<file path="config.mk">
export PLATFORM = sky130hd
export DESIGN_NAME = instr_fetch_unit
export DESIGN_NICKNAME = d
export VERILOG_FILES = /design/src/rtl/instr_fetch_unit_pkg.sv /design/src/rtl/instr_fetch_unit.sv
export SDC_FILE = /design/constraint.sdc
export NUM_CORES = 1
export LEC_CHECK = 0
export CELL_PAD_IN_SITES_DETAIL_PLACEMENT = 0
export CELL_PAD_IN_SITES_GLOBAL_PLACEMENT = 1
export CORE_MARGIN = 10
export CORE_UTILIZATION = 32
export CTS_CLUSTER_DIAMETER = 120
export CTS_CLUSTER_SIZE = 8
export DETAILED_ROUTE_END_ITERATION = 12
export PLACE_DENSITY_LB_ADDON = 0.1
export SYNTH_ARGS = -nofsm -noshare
export SYNTH_HDL_FRONTEND = slang
export SYNTH_SLANG_ARGS = --single-unit
</file>
<file path="constraint.sdc">
create_clock -name clk_in -period 4.3 [get_ports clk_in]
set_clock_uncertainty 0.05 [all_clocks]
set_input_delay 1.075 -clock clk_in [delete_from_list [all_inputs] [get_ports clk_in]]
set_output_delay 1.075 -clock clk_in [all_outputs]
set_load 0.005 [all_outputs]
</file>
<file path="src/rtl/instr_fetch_unit_pkg.sv">
// Shared definitions for the instruction fetch stage: FSM states, PC_MUX
// select codes and reset defaults.
package instr_fetch_unit_pkg;

  localparam int XLEN = 32;

  localparam logic [1:0] PC_SRC_BOOT = 2'b00;
  localparam logic [1:0] PC_SRC_RUN  = 2'b11;

  localparam logic [XLEN-1:0] DEFAULT_BOOT_ADDR = 32'h0000_0000;
  localparam logic [XLEN-1:0] DEFAULT_NOP_INSTR = 32'h0000_0013;

  localparam logic [XLEN-1:0] PC_ALIGN_MASK = ~32'h0000_0001;

  typedef enum logic [2:0] {
    ST_BOOT,
    ST_REQ,
    ST_WAIT,
    ST_HOLD,
    ST_ERR
  } fetch_state_e;

  function automatic logic [XLEN-1:0] align_pc(input logic [XLEN-1:0] target);
    return target & PC_ALIGN_MASK;
  endfunction

endpackage

</file>
<file path="src/rtl/instr_fetch_unit.sv">
// Fetch stage around PC_MUX: owns the PC, runs the req/gnt/rvalid handshake
// to instruction memory and hands one instruction at a time to decode.
module instr_fetch_unit
  import instr_fetch_unit_pkg::*;
#(
  parameter logic [XLEN-1:0] BOOT_ADDR = DEFAULT_BOOT_ADDR,
  parameter logic [XLEN-1:0] NOP_INSTR = DEFAULT_NOP_INSTR
) (
  input  logic            clk_in,
  input  logic            rst_in,
  input  logic [XLEN-1:0] pc_mux_in,
  input  logic            branch_taken_in,
  input  logic            stall_in,
  output logic [XLEN-1:0] pc_o,
  output logic [1:0]      pc_src_o,
  output logic            imem_req_o,
  output logic [XLEN-1:0] imem_addr_o,
  input  logic            imem_gnt_in,
  input  logic            imem_rvalid_in,
  input  logic [XLEN-1:0] imem_rdata_in,
  output logic [XLEN-1:0] instr_o,
  output logic [XLEN-1:0] instr_pc_o,
  output logic            instr_valid_o,
  output logic            fetch_misaligned_o
);

  fetch_state_e    state_q, state_d;
  logic [XLEN-1:0] pc_q, pc_d;
  logic [XLEN-1:0] instr_q, instr_d;
  logic [XLEN-1:0] instr_pc_q, instr_pc_d;
  logic            valid_q, valid_d;
  logic            pending_q, pending_d;
  logic [XLEN-1:0] redirect_pc_q, redirect_pc_d;
  logic            misaligned_q, misaligned_d;
  logic            redirect;
  logic [XLEN-1:0] target;

  always_ff @(posedge clk_in or posedge rst_in) begin
    if (rst_in) begin
      state_q       <= ST_BOOT;
      pc_q          <= BOOT_ADDR;
      instr_q       <= NOP_INSTR;
      instr_pc_q    <= BOOT_ADDR;
      valid_q       <= 1'b0;
      pending_q     <= 1'b0;
      redirect_pc_q <= '0;
      misaligned_q  <= 1'b0;
    end else begin
      state_q       <= state_d;
      pc_q          <= pc_d;
      instr_q       <= instr_d;
      instr_pc_q    <= instr_pc_d;
      valid_q       <= valid_d;
      pending_q     <= pending_d;
      redirect_pc_q <= redirect_pc_d;
      misaligned_q  <= misaligned_d;
    end
  end

  always_comb begin
    state_d       = state_q;
    pc_d          = pc_q;
    instr_d       = instr_q;
    instr_pc_d    = instr_pc_q;
    valid_d       = valid_q & stall_in;
    pending_d     = pending_q;
    redirect_pc_d = redirect_pc_q;
    misaligned_d  = misaligned_q;
    redirect      = 1'b0;
    target        = pc_mux_in;

    case (state_q)
      ST_BOOT: state_d = ST_REQ;
      ST_REQ: begin
        if (branch_taken_in) begin
          redirect_pc_d = pc_mux_in;
          pending_d     = 1'b1;
          valid_d       = 1'b0;
        end
        if (imem_gnt_in) state_d = ST_WAIT;
      end
      ST_WAIT: begin
        if (imem_rvalid_in) begin
          // A response that raced a redirect belongs to the old path: drop it.
          if (pending_q || branch_taken_in) begin
            redirect  = 1'b1;
            target    = pending_q ? redirect_pc_q : pc_mux_in;
            pending_d = 1'b0;
            valid_d   = 1'b0;
            state_d   = ST_REQ;
          end else begin
            instr_d    = imem_rdata_in;
            instr_pc_d = pc_q;
            valid_d    = 1'b1;
            pc_d       = align_pc(pc_mux_in);
            state_d    = stall_in ? ST_HOLD : ST_REQ;
          end
        end else if (branch_taken_in) begin
          redirect_pc_d = pc_mux_in;
          pending_d     = 1'b1;
          valid_d       = 1'b0;
        end
      end
      ST_HOLD: begin
        if (branch_taken_in) begin
          redirect = 1'b1;
          valid_d  = 1'b0;
          state_d  = ST_REQ;
        end else if (!stall_in) begin
          state_d = ST_REQ;
        end
      end
      ST_ERR: state_d = ST_ERR;
      default: state_d = ST_BOOT;
    endcase

    // A redirect with bit 1 set cannot be a legal fetch address; stop fetching.
    if (redirect) begin
      pc_d = align_pc(target);
      if (target[1]) begin
        misaligned_d = 1'b1;
        valid_d      = 1'b0;
        state_d      = ST_ERR;
      end
    end
  end

  assign pc_o               = pc_q;
  assign imem_addr_o        = pc_q;
  assign imem_req_o         = (state_q == ST_REQ);
  assign pc_src_o           = (state_q == ST_BOOT) ? PC_SRC_BOOT : PC_SRC_RUN;
  assign instr_o            = valid_q ? instr_q : NOP_INSTR;
  assign instr_pc_o         = instr_pc_q;
  assign instr_valid_o      = valid_q;
  assign fetch_misaligned_o = misaligned_q;

endmodule

</file>
==> results.cfg <==
[global_route]
grtUsageTotal = 0.138
grt_max_degree = 74
grt_antenna_before_repair = 1
grt_pass1_wl_microns = 26400
grt_overflow = 0
grt_pass1_vias = 4574

[layout]
final_cell_mix = 198 x clkdlybuf4s50_1, 128 x dfrtp_1, 94 x mux2_2
stdcell_area_sq_mm = 0.00842
fin_nets = 716
diodes = 0
fill_cells = 1674
seqCellArea_sq_mm = 0.00328
drive_gt1_frac = 0.219
multiInputGateArea_sq_mm = 0.00220
mostFrequentLayoutCell = clkdlybuf4s50_1
syn_to_final_growth_pct = 41.3
post-route-util = 0.464

[clocking]
cts_buffers = 17
post_cts_resized = 0
clock_path_buffers = 2
cts.sinks = 131
clk_latency_ns = 0.41
cts_root_buffer = clkbuf_16
cts_htree_levels = 4
postCtsSetupBuffers = 0
cts_tree = done
path_clk_slew_ns = 0.06
hold_buffers = 0

[critical_path]
r2r_setup_slack_ns = 1.90
slowest_delay_ns = 0.91
critPathMaxFanout = 34
crit_required_ns = 3.17
worst-setup-path-type = reg -> out
start_kind = register
crit_family = flip-flops
worst_ep_arrival_time_ns = 2.10
cp-end-kind = primary output
slowest_stage = dfrtp_1
critPathBufInv = 1
crit_chain = and2_1 > clkdlybuf4s50_1

[timing]
final-hold-violation-count = 0
slew_headroom = 0.409
rsz0062_at_grt = no
maxClockFrequency_ghz = 0.310
period_share = 0.750
slew_violations = 0
finalSetupViolations = 0
period_needed_ns = 3.23
worst_slew_pin_slew_ns = 0.887
fin_setup_tns_ns = 0
whs_ns = 0.428

[logic_synthesis]
synth_cell_type_count = 40
synthArstFlopShare = 1.00
synth_flop_cell = dfrtp_1
syn_area_sq_mm = 0.00596
yosys_warnings = 0
synth-edff-count = 0
syn-mean-instance-area_sq_um = 12.1
synth-seq-area-share = 0.551
syn_inst = 492
ys_ff_latch = 131

[power]
internal-power_w = 0.00395
power_frac_clock = 0.250
swShare = 0.306
power_density_mw_per_mm2 = 676
comb_power_share = 0.365
p_leak_nw = 3.49
pwr-share-seq = 0.384
p_sw_w = 0.00175
peakVddDrop_mv = 0.307

[route]
avgRoutedWirePerCell_microns = 19.2
vias = 4357
antenna_left = 0
dr.pass1.iters = 4
drt_iter0_markers = 179
wl_microns = 17100
post-route-drc-count = 0
via_per_inst = 4.91

[floorplanning]
io_pins = 203
core.rowCount = 49
dieArea_sq_mm = 0.0245
start_util = 0.328
chipHeight_microns = 156
die_w_microns = 156
core_area_sq_mm = 0.0181

[outcome]
status = complete, no violations

[place]
dp_hpwl_microns = 11700
gp_congestion = 0.730
place_area_sq_mm = 0.00784
portBuffers = 198

[worst_hold_path]
hp-class = reg -> reg

[job]
drv_cap = 0
## layout make-up
class	count	area share
clock buffers	23	0.0567
clock inverters	9	0.0123
multi-input cells	287	0.262
flip-flops and latches	131	0.390
repair buffers	206	0.244
inverters	3	0.00178
well taps	229	0.0340
## through the flow
stage | setup WS [ns] | power, W | cells
after global placement | 1.08 | 0.00428 | 856
after detailed placement | 1.06 | 0.00434 | 856
after global routing | 0.881 | 0.00607 | 888
final | 1.07 | 0.00569 | 888
after floorplan | 1.55 | 0.00332 | 494
after CTS | 0.984 | 0.00579 | 888
## power groups by stage
stage | sequential [W] | clock [W] | combinational [W]
final | 0.00219 | 0.00143 | 0.00208
after global routing | 0.00228 | 0.00152 | 0.00227
after CTS | 0.00220 | 0.00146 | 0.00213
after detailed placement | 0.00221 | 0 | 0.00213
after global placement | 0.00218 | 0 | 0.00210
after floorplan | 0.00211 | 0 | 0.00121
## cells in the mapped netlist (all sizes together) (2+ instances only)
cell	count	area (sq um)
a211oi	2	15.0
dfrtp	128	3200
a21oi	33	165
nand3b	2	15.0
clkbuf	18	67.6
nor2b	4	32.5
nand3	31	160
a31oi	31	194
buf	55	413
inv	3	11.3
mux2	95	1070
dfstp	3	78.8
and2	30	188
nor2	2	7.51
o21ai	32	164
nand2b	5	31.3
## path summary, 6_finish.rpt
check | from | to | cells after the start
setup / recovery | instr_valid_o | instr_o[9] | 2
hold / removal | fetch_misaligned_o | fetch_misaligned_o | 1
setup reg to reg | state_q[1] | instr_pc_o[16] | 3
hold reg to reg | fetch_misaligned_o | fetch_misaligned_o | 1
max in group asynchronous | rst_in | instr_q[4] | 3
min in group asynchronous | rst_in | fetch_misaligned_o | 2
## metal layers
metal	global-route usage	vias up	part of all wire
met2	0.215	149	0.47
met5	0	-	0.00076
met3	0.0576	10	0.080
met1	0.171	2169	0.44
met4	0.0387	2	0.0067
li1	-	2027	-
## registers in the layout, indices dropped and copies added, names as in the netlist
signal	count
pending_q	1
instr_pc_o	31
instr_q	32
fetch_misaligned_o	1
imem_addr_o	31
state_q	3
instr_valid_o	1
redirect_pc_q	31
## cell families after synthesis
kind of cell | synth area share
AOI/OAI and AO/OA | 0.101
buffers and inverters | 0.0825
DFF | 0.551
muxes | 0.181
other | 0.000629
and+or+nand+nor | 0.0840
No activity file was read; power rests on OpenSTA's default activity.
